$ cat config.mk
export PLATFORM = sky130hd
export DESIGN_NAME = stepdir_decoder
export DESIGN_NICKNAME = d
export VERILOG_FILES = /design/src/rtl/stepdir_decoder.sv
export SDC_FILE = /design/constraint.sdc
export NUM_CORES = 1
export LEC_CHECK = 0
export ABC_AREA = 1
export CORE_UTILIZATION = 59
export CTS_CLUSTER_SIZE = 14
export DETAILED_ROUTE_END_ITERATION = 6
export GPL_ROUTABILITY_DRIVEN = 0
export PLACE_DENSITY = 0.92
export SLEW_MARGIN = 20
export SYNTH_ARGS = -nofsm -noshare
export SYNTH_HDL_FRONTEND = slang
export SYNTH_SLANG_ARGS = --single-unit
$ cat constraint.sdc
create_clock -name clk -period 3.33 [get_ports clk]
set_input_delay 0.333 -clock clk [delete_from_list [all_inputs] [get_ports clk]]
set_output_delay 0.333 -clock clk [all_outputs]
set_load 0.02 [all_outputs]
$ cat src/rtl/stepdir_decoder.sv
// Decodes external STEP/DIR pins into a signed 32-bit position, a step period
// and a direction-setup error flag. Both pins are synchronised and glitch filtered.
module stepdir_decoder #(
  parameter int unsigned FILTER_LEN = 3,
  parameter int unsigned DIR_SETUP  = 21,
  parameter int unsigned PERIOD_MAX = 3000000,
  parameter bit          INVERT_DIR = 1'b0
) (
  input  logic        clk,
  input  logic        rst_n,
  input  logic        step,
  input  logic        dir,
  input  logic        enable,
  input  logic        clear,
  output logic [31:0] position,
  output logic [31:0] period,
  output logic        dir_error,
  output logic        step_pulse
);

  localparam int CW = (FILTER_LEN < 1) ? 1 : $clog2(FILTER_LEN + 1);
  localparam int AW = (DIR_SETUP < 1) ? 1 : $clog2(DIR_SETUP + 1);

  // Bit 0 carries step, bit 1 carries dir through synchroniser and filter.
  logic [1:0] pin_s1, pin_s2, pin_f;

  always_ff @(posedge clk or negedge rst_n) begin
    if (!rst_n) begin
      pin_s1 <= '0;
      pin_s2 <= '0;
    end else begin
      pin_s1 <= {dir, step};
      pin_s2 <= pin_s1;
    end
  end

  generate
    if (FILTER_LEN == 0) begin : g_bypass
      assign pin_f = pin_s2;
    end else begin : g_filter
      logic [CW-1:0] cnt [2];
      logic [1:0]    filt_q;

      // NOTE: the run counters are a pair of small flop banks, not a memory,
      // so they are reset along with the rest of the filter state.
      always_ff @(posedge clk or negedge rst_n) begin
        if (!rst_n) begin
          filt_q <= '0;
          for (int i = 0; i < 2; i++) cnt[i] <= '0;
        end else begin
          for (int i = 0; i < 2; i++) begin
            if (pin_s2[i] != filt_q[i]) begin
              if (cnt[i] == CW'(FILTER_LEN - 1)) begin
                filt_q[i] <= ~filt_q[i];
                cnt[i]    <= '0;
              end else begin
                cnt[i] <= cnt[i] + CW'(1);
              end
            end else begin
              cnt[i] <= '0;
            end
          end
        end
      end

      assign pin_f = filt_q;
    end
  endgenerate

  logic          step_f, dir_f;
  logic          step_f_d, dir_f_d;
  logic [1:0]    sync_valid;
  logic          armed;
  logic [AW-1:0] dir_age;
  logic [31:0]   pcnt;
  logic          first;
  logic [31:0]   pos_q;
  logic          edge_det, dir_chg, setup_viol, count_up, pcnt_sat;

  assign step_f     = pin_f[0];
  assign dir_f      = pin_f[1];
  assign edge_det   = step_f & ~step_f_d & armed;
  assign dir_chg    = dir_f ^ dir_f_d;
  assign setup_viol = dir_chg | (dir_age < AW'(DIR_SETUP));
  assign count_up   = dir_f ^ INVERT_DIR;
  assign pcnt_sat   = (pcnt == 32'(PERIOD_MAX));
  assign position   = pos_q;

  // Arming waits until the synchroniser holds a real pin sample, so a step
  // held high across reset release is never mistaken for a fresh low level.
  always_ff @(posedge clk or negedge rst_n) begin
    if (!rst_n) begin
      step_f_d   <= 1'b0;
      dir_f_d    <= 1'b0;
      sync_valid <= '0;
      armed      <= 1'b0;
      dir_age    <= '0;
    end else begin
      step_f_d   <= step_f;
      dir_f_d    <= dir_f;
      sync_valid <= {sync_valid[0], 1'b1};
      if (sync_valid[1] && !pin_s2[0] && !step_f) armed <= 1'b1;
      if (dir_chg)                             dir_age <= '0;
      else if (dir_age != AW'(DIR_SETUP))      dir_age <= dir_age + AW'(1);
    end
  end

  always_ff @(posedge clk or negedge rst_n) begin
    if (!rst_n) begin
      pos_q      <= '0;
      period     <= '0;
      dir_error  <= 1'b0;
      step_pulse <= 1'b0;
      pcnt       <= '0;
      first      <= 1'b0;
    end else begin
      step_pulse <= 1'b0;
      if (!pcnt_sat) pcnt <= pcnt + 32'd1;

      if (clear) begin
        pos_q     <= '0;
        period    <= '0;
        dir_error <= 1'b0;
        pcnt      <= '0;
        first     <= 1'b0;
      end else if (!enable) begin
        period <= '0;
        first  <= 1'b0;
      end else if (edge_det) begin
        pos_q      <= count_up ? pos_q + 32'd1 : pos_q - 32'd1;
        step_pulse <= 1'b1;
        if (setup_viol) dir_error <= 1'b1;
        period     <= (first && !pcnt_sat) ? pcnt + 32'd1 : 32'd0;
        pcnt       <= '0;
        first      <= 1'b1;
      end else if (pcnt_sat) begin
        period <= '0;
        first  <= 1'b0;
      end
    end
  end

endmodule

## After elaboration in Yosys (flattened, before gate mapping)

Cells that the tools add are included.

| operators by class | value |
|---|---|
| add/subtract/negate cells | 6 |
| order comparisons | 1 |
| equal/unequal tests | 7 |
| mux-type cells | 30 |
| bitwise logic cells | 7 |
| reduce and logical (&&, ||, !) cells | 14 |

Operators with widths:

| cell | count |
|---|---|
| two-way mux 32 bit | 13 |
| adder 32 x 1 -> 32 bit (second input constant) | 2 |
| equality test 32 x 22 -> 1 bit (second input constant) | 1 |
| subtractor 32 x 1 -> 32 bit (second input constant) | 1 |
| two-way mux 1 bit | 11 |
| two-way mux 5 bit | 2 |
| two-way mux 2 bit | 4 |
| nonzero test 2 bit | 4 |
| AND reduction 2 bit | 3 |
| adder 5 x 1 -> 5 bit (second input constant) | 1 |
| less-than comparator 5 bit (second input constant) | 1 |
| inequality test 5 bit (second input constant) | 1 |
| adder 2 x 1 -> 2 bit (second input constant) | 2 |
| equality test 2 bit (second input constant) | 2 |
| inequality test 4 x 1 -> 1 bit (second input constant) | 1 |
| logical AND 1 bit | 3 |
| logical NOT 1 bit | 3 |
| NOT 1 bit | 3 |
| AND reduction 3 bit | 1 |
| bitwise AND 1 bit | 2 |
| inequality test 1 bit | 2 |
| bitwise OR 1 bit | 1 |
| bitwise XOR 1 bit | 1 |

| word-level totals | value |
|---|---|
| flip-flop bits (word level) | 119 |
| bits of input ports | 6 |
| output and inout port bits | 66 |
| word-level logic and storage cells | 82 |

## Longest topological paths before layout

| depth | value |
|---|---|
| depth after elaboration | 7 |
| depth in mapped cells | 15 |
| depth with buffers taken out | 15 |

## Worst setup path before layout

OpenSTA, ideal clock, no wires.

| path | value |
|---|---|
| path kind | reg-to-reg |
| from | register g_filter.filt_q[1] |
| to | register pos_q[29] (netlist: position[29]) |
| library setup time | 117 ps |
| arrival time | 2326 ps |
| required time | 3213 ps |
| setup slack | 887 ps |
| cell stages (with the launch flop) | 13 |
| path buffers | 1 |
| period minus slack after synthesis | 2443 ps |
| cells stage by stage | dfrtp_1 > inv_1 > ha_1 > clkbuf_2 > or2_2 > nand3_1 > nand2_1 > nand2_1 > nand2_1 > nand2_1 > nand3_1 > nand3_1 > nand2_1 |

| between the ends | value |
|---|---|
| word-level cells in the longest chain between the ends | 4 |

Ends and longest elaborated chain:

| element | line | text |
|---|---|---|
| start: declaration | 42 | `logic [1:0] filt_q;` |
| start signal: indexed assignment | 54 | `filt_q[i] <= ~filt_q[i];` |
| two-way mux 32 bit | 130 | `pos_q <= count_up ? pos_q + 32'd1 : pos_q - 32'd1;` |
| two-way mux 32 bit | 129 | `end else if (edge_det) begin` |
| two-way mux 32 bit | 126 | `end else if (!enable) begin` |
| two-way mux 32 bit | 120 | `if (clear) begin` |
| end signal: assignment | 130 |  |
| end: declaration | 77 | `logic [31:0] pos_q;` |

Every way passes these cells. The select of a mux whose other input is x is not followed.
A chain may end at the register's enable or synchronous reset.

## Worst setup path after layout

Same ends and word-level chain as after synthesis.

==> run_results.csv <==
group,metric,value,unit
timing,tns,0,ns
timing,finalHoldViolCount,0,
layout,final_cell_mix,"nand2_1 (403), inv_1 (191), dfrtp_1 (119)",
cts,tritoncts,"yes",
run,maxCapViolations,0,
layout,finalCoreUtilization,0.7311,
worst_setup_path,critical_path_class,"reg -> reg",
power_and_ir_drop,leakagePower,5.030,nW
timing,fmax,371.1,MHz
routing,drc,0,
timing,grt_setup_unrepaired,"no",
layout,mostFrequentLayoutCell,"nand2_1",
layout,stdcell_area,9339,um2
routing,vias,7739,
synth,yosysWarnings,0,
worst_setup_path,cp_cell_sequence,"inv_1, buf_4, ha_1, nand2_1, inv_1, nand2_1, nand2_1, inv_1, nand2_1, a21oi_1, nand3_1, nand3_1, nand2_1",
cts,htreeDepth,4,
synth,yosys-top-cells-area,"dfrtp_1 (38%), nand2_1 (19%), inv_1 (9.1%), ha_1 (5.4%), nor2_1 (4.5%)",
die,die_w,117.4,um
layout,nets,1259,
worst_setup_path,cp.required,3.64,ns
timing,worst_pin_slew,0.9784,ns
cts,clk_latency,0.43,ns
global_routing,globalRouteTotalUtil,0.3228,
global_routing,grt_max_degree,78,
routing,via_per_inst,5.516,
timing,fin_crit_sh,0.8091,
power_and_ir_drop,total_power,5.913,mW
worst_setup_path,cpMostUsedCell,"nand2_1",
placed_design,portBuffers,71,
timing,slew_headroom,0.3477,
worst_setup_path,cp_max_fo,21,
synth,netlist_instances,1138,
cts,clock-root-buffer,"clkbuf_16",
worst_setup_path,max_stage_delay,0.44,ns
power_and_ir_drop,power_density,633.2,nW/um2
timing,timing.final.ws_setup,0.6356,ns
global_routing,grt_pass1_vias,7529,
global_routing,grt_overflow,0,
routing,drtIter0Drc,801,
run_status,status,"finished, final reports clean",
synth,synth_top_cell_by_area,"dfrtp_1",
cts,clkSinkCount,119,
global_routing,grt_pass1_wl,35.15,mm
synth,ys_types,45,
timing,fin_skew,0.008940,ns
cts,post_cts_resized,0,
cts,clock_path_buffers,2,
die,core_area,12770,um2
timing,period_needed,2.694,ns
worst_setup_path,cp_slowest_cell,"dfrtp_1",
routing,wl_per_cell,15.15,um
routing,ant_nets,0,
die,start_util,0.6147,
cts,cts_setup_buffers,0,
routing,wl,21.26,mm
layout,drive_gt1_frac,0.06580,
placed_design,dp_hpwl,15.43,mm
timing,setup_viol,0,
placed_design,place_ws,0.7783,ns
worst_hold_path,hp-class,"in -> async",
layout,syn_to_final_growth,18.95,%
synth,synthesis.nets,1179,
worst_setup_path,start_kind,"flip-flop",
layout,n_antenna_cell,0,
worst_setup_path,cp-end-kind,"flip-flop",
synth,synth_top_area_frac,0.3793,
synth,ys_seq_area_frac,0.3793,
worst_setup_path,cp.arrival,3.00,ns
global_routing,antenna_found_initial,0,
routing,firstDrtPassIters,6,
synth,synthesis.area_per_instance,6.899,um2
die,rows,41,
die,ios,72,
cts,cts.clk_slew.worst_paths,0.06,ns
cts,cts.hold.buffers_added,0,
synth,netlist_area,7851,um2
synth,synth-seq-cells,119,
timing,finalMaxSlewViolations,0,
power_and_ir_drop,peakVddDrop,0.0004335,V
placed_design,dpl_cell_area,8747,um2
cts,numCtsBuffers,17,
die,dieArea,13770,um2
layout,fillCellCount,968,
die,die_y,117.4,um
-- logic make-up after synthesis --
logic type,count (synthesis),share of synthesized area
xor+xnor,30,0.03347
other cells,1,0.0004776
fa+ha+maj,35,0.05673
buf+inv,214,0.1071
compound gates,83,0.05737
simple gates,656,0.3656
flops,119,0.3793
-- worst max-delay path: cells and delay by family, from the launching register on --
kind	cells	cell delay [ns]
adder cells (fa/ha/maj)	1	0.35
AO/OA/AOI/OAI	1	0.31
buffers and inverters	4	0.83
AND/OR/NAND/NOR	7	0.65
flip-flops	1	0.44
-- layout make-up --
type / count / area, um2 / area share
repair buffers: 79 / 780.7 / 0.08360
flip-flops and latches: 119 / 2978 / 0.3189
clock inverters: 14 / 152.6 / 0.01635
multi-input cells: 805 / 4038 / 0.4323
well taps: 172 / 215.2 / 0.02304
clock buffers: 18 / 439.2 / 0.04703
inverters: 196 / 735.7 / 0.07878
-- final timing paths --
kind	start	end	slack [ns]	cells past startpoint
max	g_filter.filt_q[1]$_DFFE_PN0P_	position[29]$_DFFE_PN0P_	0.64	13
min	rst_n	period[30]$_DFFE_PN0P_	0.07	1
max reg2reg	g_filter.filt_q[1]$_DFFE_PN0P_	position[29]$_DFFE_PN0P_	0.64	13
min reg2reg	pin_s1[0]$_DFF_PN0_	pin_s2[0]$_DFF_PN0_	0.35	0
max in group asynchronous	rst_n	pcnt[6]$_DFF_PN0_	2.51	2
min in group clk	pin_s1[0]$_DFF_PN0_	pin_s2[0]$_DFF_PN0_	0.35	0
-- power by group --
part | internal (mW) | switching (mW)
logic | 0.790 | 1.50
registers | 1.61 | 0.179
clock network | 1.12 | 0.705
total | 3.52 | 2.39
-- metal layers --
metal	global-route usage	share of wire
met1	0.3726	0.39
met2	0.5566	0.50
met3	0.07733	0.077
met4	0.1640	0.038
met5	0	0
-- synth_stat cells (all sizes together) --
library cell and number:
a21o 2, a21oi 36, a22o 1, a32o 1, and2 3, and3 2, buf 12, clkbuf 6
conb 1, dfrtp 119, fa 1, ha 34, inv 196, nand2 407, nand3 68, nand3b 5
nand4 30, nor2 103, nor3 29, nor3b 1, nor4 1, o21a 1, o21ai 30, o21bai 1
o22ai 9, o31ai 2, or2 7, xnor2 10, xor2 20
-- registers in the layout, summed over array words and instances, names as in the netlist, 2 cells and up --
name / cells
pin_s1: 2
g_filter.filt_q: 2
pcnt: 32
pin_s2: 2
position: 32
g_filter.cnt: 4
dir_age: 5
period: 32
sync_valid: 2
-- stage by stage --
step           std cells  hold WS, ns
3_3_place_gp        1371       0.3361
3_5_place_dp        1371       0.3347
2_1_floorplan       1138      0.03741
5_1_grt             1403       0.1519
6_report            1403      0.07317
4_1_cts             1403       0.1020
Power figures use the tool's default switching activity.
